==> src/rtl/vector_mask_packer_if.sv <==
// Compare-beat input channel and packed-mask output channel of vector_mask_packer.
// master = compare/writeback environment, slave = the packer.
interface vector_mask_packer_if #(
    parameter int unsigned VLEN = 512
);
    logic            cmp_valid;
    logic            cmp_ready;
    logic [VLEN-1:0] cmp_data;
    logic            mask_valid;
    logic            mask_ready;
    logic [VLEN-1:0] mask_data;

    modport master (
        output cmp_valid, cmp_data, mask_ready,
        input  cmp_ready, mask_valid, mask_data
    );

    modport slave (
        input  cmp_valid, cmp_data, mask_ready,
        output cmp_ready, mask_valid, mask_data
    );
endinterface

==> src/rtl/vector_mask_packer.sv <==
// Packs per-element compare flags (element LSB) from 1..8 beats into a bit-per-element mask.
// Optional MASK_PACK_TAIL_UNDISTURBED_EN: accumulator seeded from old_mask so tail bits are preserved.
module vector_mask_packer #(
    parameter int unsigned VLEN = 512,
    parameter int unsigned VL_W = $clog2(VLEN) + 1
) (
    input  logic              clk,
    input  logic              reset_n,
    input  logic              start,
    input  logic [1:0]        sew,
    input  logic [VL_W-1:0]   vl,
`ifdef MASK_PACK_TAIL_UNDISTURBED_EN
    input  logic [VLEN-1:0]   old_mask,
`endif
    vector_mask_packer_if.slave bus,
    output logic              busy,
    output logic              done,
    output logic              sew_err
);

    localparam int unsigned LANES  = VLEN / 8;
    localparam int unsigned OFF_W  = VL_W + 1;
    localparam int unsigned BEAT_W = 3;

    typedef enum logic [1:0] {
        S_IDLE,
        S_COLLECT,
        S_OUTPUT
    } state_e;

    state_e              state_q, state_d;
    logic [VLEN-1:0]     acc_q, acc_d;
    logic [BEAT_W-1:0]   beat_q, beat_d;
    logic [1:0]          sew_q, sew_d;
    logic [VL_W-1:0]     vl_q, vl_d;
    logic                cmp_ready_q, mask_valid_q, busy_q, done_q, sew_err_q;
    logic                done_d, sew_err_d;

    logic [VL_W-1:0]     elems_c;
    logic [OFF_W-1:0]    off_c;
    logic [LANES-1:0]    flags_c, wmask_c;
    logic [VLEN-1:0]     merged_c, init_c;
    logic                last_c;
    logic                unused_cmp_bits_c;

    assign unused_cmp_bits_c = ^bus.cmp_data;

`ifdef MASK_PACK_TAIL_UNDISTURBED_EN
    assign init_c = old_mask;
`else
    assign init_c = '0;
`endif

    // Extract lane flags for the latched SEW and place them at this beat's element offset
    always_comb begin
        flags_c = '0;
        wmask_c = '0;
        case (sew_q)
            2'b00:   elems_c = VL_W'(VLEN / 8);
            2'b01:   elems_c = VL_W'(VLEN / 16);
            default: elems_c = VL_W'(VLEN / 32);
        endcase
        case (sew_q)
            2'b00: for (int i = 0; i < LANES; i++)     flags_c[i] = bus.cmp_data[i*8];
            2'b01: for (int i = 0; i < LANES / 2; i++) flags_c[i] = bus.cmp_data[i*16];
            2'b10: for (int i = 0; i < LANES / 4; i++) flags_c[i] = bus.cmp_data[i*32];
            default: flags_c = '0;
        endcase
        off_c = OFF_W'(beat_q) * OFF_W'(elems_c);
        for (int i = 0; i < LANES; i++) begin
            wmask_c[i] = (OFF_W'(i) < OFF_W'(elems_c)) && ((off_c + OFF_W'(i)) < OFF_W'(vl_q));
        end
        merged_c = (acc_q & ~(VLEN'(wmask_c) << off_c)) | (VLEN'(flags_c & wmask_c) << off_c);
        last_c   = ((off_c + OFF_W'(elems_c)) >= OFF_W'(vl_q)) || (beat_q == BEAT_W'(7));
    end

    always_comb begin
        state_d   = state_q;
        acc_d     = acc_q;
        beat_d    = beat_q;
        sew_d     = sew_q;
        vl_d      = vl_q;
        done_d    = 1'b0;
        sew_err_d = 1'b0;
        case (state_q)
            S_IDLE: begin
                if (start) begin
                    if (sew == 2'b11) begin
                        sew_err_d = 1'b1;
                    end else begin
                        acc_d   = init_c;
                        beat_d  = '0;
                        sew_d   = sew;
                        vl_d    = vl;
                        state_d = (vl == '0) ? S_OUTPUT : S_COLLECT;
                    end
                end
            end
            S_COLLECT: begin
                if (bus.cmp_valid && cmp_ready_q) begin
                    acc_d  = merged_c;
                    beat_d = beat_q + BEAT_W'(1);
                    if (last_c) state_d = S_OUTPUT;
                end
            end
            S_OUTPUT: begin
                if (bus.mask_ready) begin
                    done_d  = 1'b1;
                    state_d = S_IDLE;
                end
            end
            default: state_d = S_IDLE;
        endcase
    end

    // Output flags are registered decodes of the next state
    always_ff @(posedge clk) begin
        if (!reset_n) begin
            state_q      <= S_IDLE;
            acc_q        <= '0;
            beat_q       <= '0;
            sew_q        <= '0;
            vl_q         <= '0;
            cmp_ready_q  <= 1'b0;
            mask_valid_q <= 1'b0;
            busy_q       <= 1'b0;
            done_q       <= 1'b0;
            sew_err_q    <= 1'b0;
        end else begin
            state_q      <= state_d;
            acc_q        <= acc_d;
            beat_q       <= beat_d;
            sew_q        <= sew_d;
            vl_q         <= vl_d;
            cmp_ready_q  <= (state_d == S_COLLECT);
            mask_valid_q <= (state_d == S_OUTPUT);
            busy_q       <= (state_d != S_IDLE);
            done_q       <= done_d;
            sew_err_q    <= sew_err_d;
        end
    end

    assign bus.cmp_ready  = cmp_ready_q;
    assign bus.mask_valid = mask_valid_q;
    assign bus.mask_data  = acc_q;
    assign busy           = busy_q;
    assign done           = done_q;
    assign sew_err        = sew_err_q;

endmodule

==> src/flat_wrapper.sv <==
// flat-port wrapper written by rule: the top's interface ports become plain ports
module vector_mask_packer_flat 
#(
    parameter int unsigned VLEN = 512,
    parameter int unsigned VL_W = $clog2(VLEN) + 1
)
  (clk, reset_n, start, sew, vl, busy, done, sew_err, bus_cmp_valid, bus_cmp_data, bus_mask_ready, bus_cmp_ready, bus_mask_valid, bus_mask_data);
  vector_mask_packer_if #(.VLEN(VLEN)) bus_i ();
  input  logic clk;
  input  logic reset_n;
  input  logic start;
  input  logic [1:0] sew;
  input  logic [VL_W-1:0] vl;
  output logic busy;
  output logic done;
  output logic sew_err;
  input wire logic [$bits(bus_i.cmp_valid)-1:0] bus_cmp_valid;
  input wire logic [$bits(bus_i.cmp_data)-1:0] bus_cmp_data;
  input wire logic [$bits(bus_i.mask_ready)-1:0] bus_mask_ready;
  output wire logic [$bits(bus_i.cmp_ready)-1:0] bus_cmp_ready;
  output wire logic [$bits(bus_i.mask_valid)-1:0] bus_mask_valid;
  output wire logic [$bits(bus_i.mask_data)-1:0] bus_mask_data;
  assign bus_i.cmp_valid = bus_cmp_valid;
  assign bus_i.cmp_data = bus_cmp_data;
  assign bus_i.mask_ready = bus_mask_ready;
  assign bus_cmp_ready = bus_i.cmp_ready;
  assign bus_mask_valid = bus_i.mask_valid;
  assign bus_mask_data = bus_i.mask_data;
  vector_mask_packer #(.VLEN(VLEN), .VL_W(VL_W)) u_core (.clk(clk), .reset_n(reset_n), .start(start), .sew(sew), .vl(vl), .bus(bus_i), .busy(busy), .done(done), .sew_err(sew_err));
endmodule
==> config.mk <==
export PLATFORM = sky130hd
export DESIGN_NAME = vector_mask_packer_flat
export DESIGN_NICKNAME = d
export VERILOG_FILES = /design/src/rtl/vector_mask_packer_if.sv /design/src/rtl/vector_mask_packer.sv /design/src/flat_wrapper.sv
export SDC_FILE = /design/constraint.sdc
export NUM_CORES = 2
export LEC_CHECK = 0
export CAP_MARGIN = 5
export CORE_AREA = 8 8 403 405
export CTS_CLUSTER_DIAMETER = 60
export DETAILED_ROUTE_END_ITERATION = 8
export DIE_AREA = 0 0 411 413
export SLEW_MARGIN = 20
export SYNTH_ARGS = -nofsm -noshare
export SYNTH_HDL_FRONTEND = slang
export SYNTH_SLANG_ARGS = --single-unit
==> constraint.sdc <==
create_clock -name clk -period 11.54 [get_ports clk]
set_clock_uncertainty 0.1 [all_clocks]
set_input_delay 2.308 -clock clk [delete_from_list [all_inputs] [get_ports clk]]
set_output_delay 2.308 -clock clk [all_outputs]
set_load 0.02 [all_outputs]
==> impl_metrics.csv <==
group,metric,value,unit
finish,fin_cells,6073,
clock_tree,post_cts_resized,0,
critical_path,path_cells,"buf_4 > nor2b_1 > buf_4 > and2_1 > fa_1 > ha_2 > buf_4 > nand2_1 > nor2_1 > xnor2_1 > ha_1 > a21o_1 > a2111oi_2 > o211ai_1 > a21oi_1 > nand2_1 > o21ai_2 > a32o_1",
clock_tree,cts_htree_levels,3,
floorplan,start_util,17.8,%
route,post_drt_via_cell_ratio,5.71,
sta,setup_viol,0,
finish,multi_input_area,16100,um^2
global_routing,groute.usage.overall,25.0,%
synthesis,synthFlopType,"dfxtp_1",
route,drt-initial-drc-count,5474,
synthesis,syn_nets,3979,
place,gp_congestion,1.04,
sta,fin_crit,7880,ps
power,p_per_area,139,nW/um^2
place,io_buffers,597,
global_routing,grt_pass1_vias,31600,
global_routing,grt_pass1_wl,297000,um
synthesis,ys_top_cells_by_area,"dfxtp_1 39%, nand2_1 7.3%, a32o_1 7.0%",
route,wl_per_cell,37.2,um
sta,finalMaxSlewViolations,0,
critical_path,cp-end-kind,"flop",
critical_path,critPathKind,"flop to flop",
synthesis,syn_inst,3405,
power,power_leakage,0.0126,uW
place,dp_hpwl,175000,um
synthesis,synth_area_per_cell,8.15,um^2
clock_tree,cts_tree,"built",
finish,layout.nets,4524,
synthesis,synth_area,27700,um^2
critical_path,critical_path.max_fanout,42,
clock_tree,cts_root_buf,"clkbuf_16",
synthesis,yosysTopAreaCell,"dfxtp_1",
critical_path,crit_slowest_cell,"a2111oi_2",
global_routing,grt_max_degree,111,
synthesis,synth_edf_count,0,
critical_path,path_common_cell,"buf_4",
clock_tree,hold_buffers,0,
sta,rsz0062_at_grt,"no",
run,drv_cap,0,
route,ant_nets,0,
outcome,status,"finished clean",
finish,seqCellArea,10700,um^2
clock_tree,clk_pin_slew,60,ps
sta,setup_tns,0,ps
power,irDropWorstVdd,0.000106,V
global_routing,antenna_found_initial,26,
floorplan,die_width,411,um
sta,worstMarginPinSlew,1240,ps
hold_path,hp-class,"flop to flop",
clock_tree,numCtsBuffers,71,
floorplan,core,156000,um^2
finish,syn2layout_area_growth,40.9,%
synthesis,yosysWarnings,0,
sta,maxSlewHeadroom,17.3,%
floorplan,ios,1046,
finish,final_layout_size_suffix_gt1_share,9.76,%
clock_tree,cts_buffer_depth,3,
synthesis,synth_common_cells,"539 x nand2_1, 534 x dfxtp_1, 261 x a21oi_1, 242 x o21ai_0, 230 x nor2_1",
critical_path,crit_required,12020,ps
clock_tree,post_cts_buffers,0,
finish,n_fill_cell,17100,
floorplan,die_h,413,um
synthesis,yosys_register_bits,534,
global_routing,grt-ovfl-total,0,
critical_path,crit_family,"compound AO/OA/AOI/OAI gates",
route,drtPass1Iterations,6,
critical_path,critPathLaunchType,"flop",
floorplan,dieArea,170000,um^2
place,place_inst,5933,
clock_tree,clock-sinks,534,
critical_path,critPathArrivalTime,8350,ps
synthesis,ys_seq_area_share,38.5,%
synthesis,synth_top_area_share,38.5,%
route,finalWirelength,226000,um
synthesis,synth_most_common_cell,"nand2_1",
sta,finalHoldViolCount,0,
clock_tree,worstSkewPairLatency,630,ps
floorplan,std_cell_rows,145,
critical_path,path_buf_inv,3,
synthesis,synth_cell_types,93,
critical_path,max_stage_delay,810,ps
synthesis,async_flop_share,0,%
sta,max_freq,0.127,GHz
route,drc,0,
route,via_count,34700,
sta,final.period_utilization,68.3,%
[placed cells by master (no fill, tap or decap), types with 29 or more instances in the layout]
cell type	n
inv_1	29
clkdlybuf4s50_1	596
nor2_1	208
o21ai_0	239
a32o_1	195
buf_4	136
dfxtp_1	532
clkbuf_16	71
a21oi_1	260
a32oi_1	39
ha_1	40
nand3_1	111
o221ai_1	31
nand2_1	534
a211oi_1	33
a221oi_1	30
nor3_1	55
o22ai_1	83
o211ai_1	159
[worst min-delay path, cell delays in order (launching register included)]
cell,delay (ps)
dfxtp_1,300
nand2_1,50
a21oi_1,50
[per-layer routing]
| layer | GRT usage [%] | part of all wire, % |
|---|---|---|
| met1 | 32.7 | 41 |
| met2 | 36.8 | 41 |
| met3 | 11.1 | 14 |
| met4 | 7.68 | 4.1 |
| met5 | 0 | 0.035 |
[cells by family after synthesis]
group                    after synthesis  synth area share, %
adder cells (fa/ha/maj)               45                 2.11
AO/OA/AOI/OAI                       1391                 36.1
multiplexers                          42                 1.64
flip-flops                           534                 38.5
buffers and inverters                295                 4.21
XOR/XNOR                              16                0.505
AND/OR/NAND/NOR                     1082                 16.9
[per-stage QoR]
step / total power (uW) / hold WS (ps) / util, % / area, um^2 / setup WS (ps)
floorplan: 2420 / 336 / - / 27700 / 6050
global placement: 3000 / 348 / 23.4 / 36500 / 4090
detailed placement: 3000 / 348 / 23.5 / 36500 / 4080
CTS: 5370 / 355 / 25.1 / 39000 / 4040
global route: 5500 / 376 / 25.1 / 39100 / 3680
finish: 5420 / 351 / 25.1 / 39100 / 3660
[area by class of cell]
type / count / area share (%)
Multi-Input combinational cell: 2576 / 41.3
Sequential cell: 534 / 27.4
Timing Repair Buffer: 734 / 17.9
Tap cell: 2058 / 6.59
Clock buffer: 93 / 5.06
Clock inverter: 37 / 1.42
Inverter: 33 / 0.323
Antenna cell: 8 / 0.0512
[state kept, by name, summed over array words and instances (netlist names)]
signal                 count
u_core.bus.mask_data     512
u_core.vl_q               10
u_core.beat_q              3
u_core.sew_q               2
u_core.state_q             2
u_core.bus.cmp_ready       1
u_core.bus.mask_valid      1
u_core.busy                1
u_core.done                1
u_core.sew_err             1
[power by group]
group | switching (uW) | internal (uW)
registers | 8.49 | 1850
clock network | 1010 | 1400
logic | 924 | 234
[final timing paths]
kind,start,endpoint,slack (ps),cells after the start
setup / recovery,u_core.sew_q[0],u_core.bus.mask_data[116],3660,18
hold / removal,u_core.vl_q[5],u_core.vl_q[5],350,2
setup reg to reg,u_core.sew_q[0],u_core.bus.mask_data[116],3660,18
hold reg to reg,u_core.vl_q[5],u_core.vl_q[5],350,2
(Power assumes the default switching activity.)
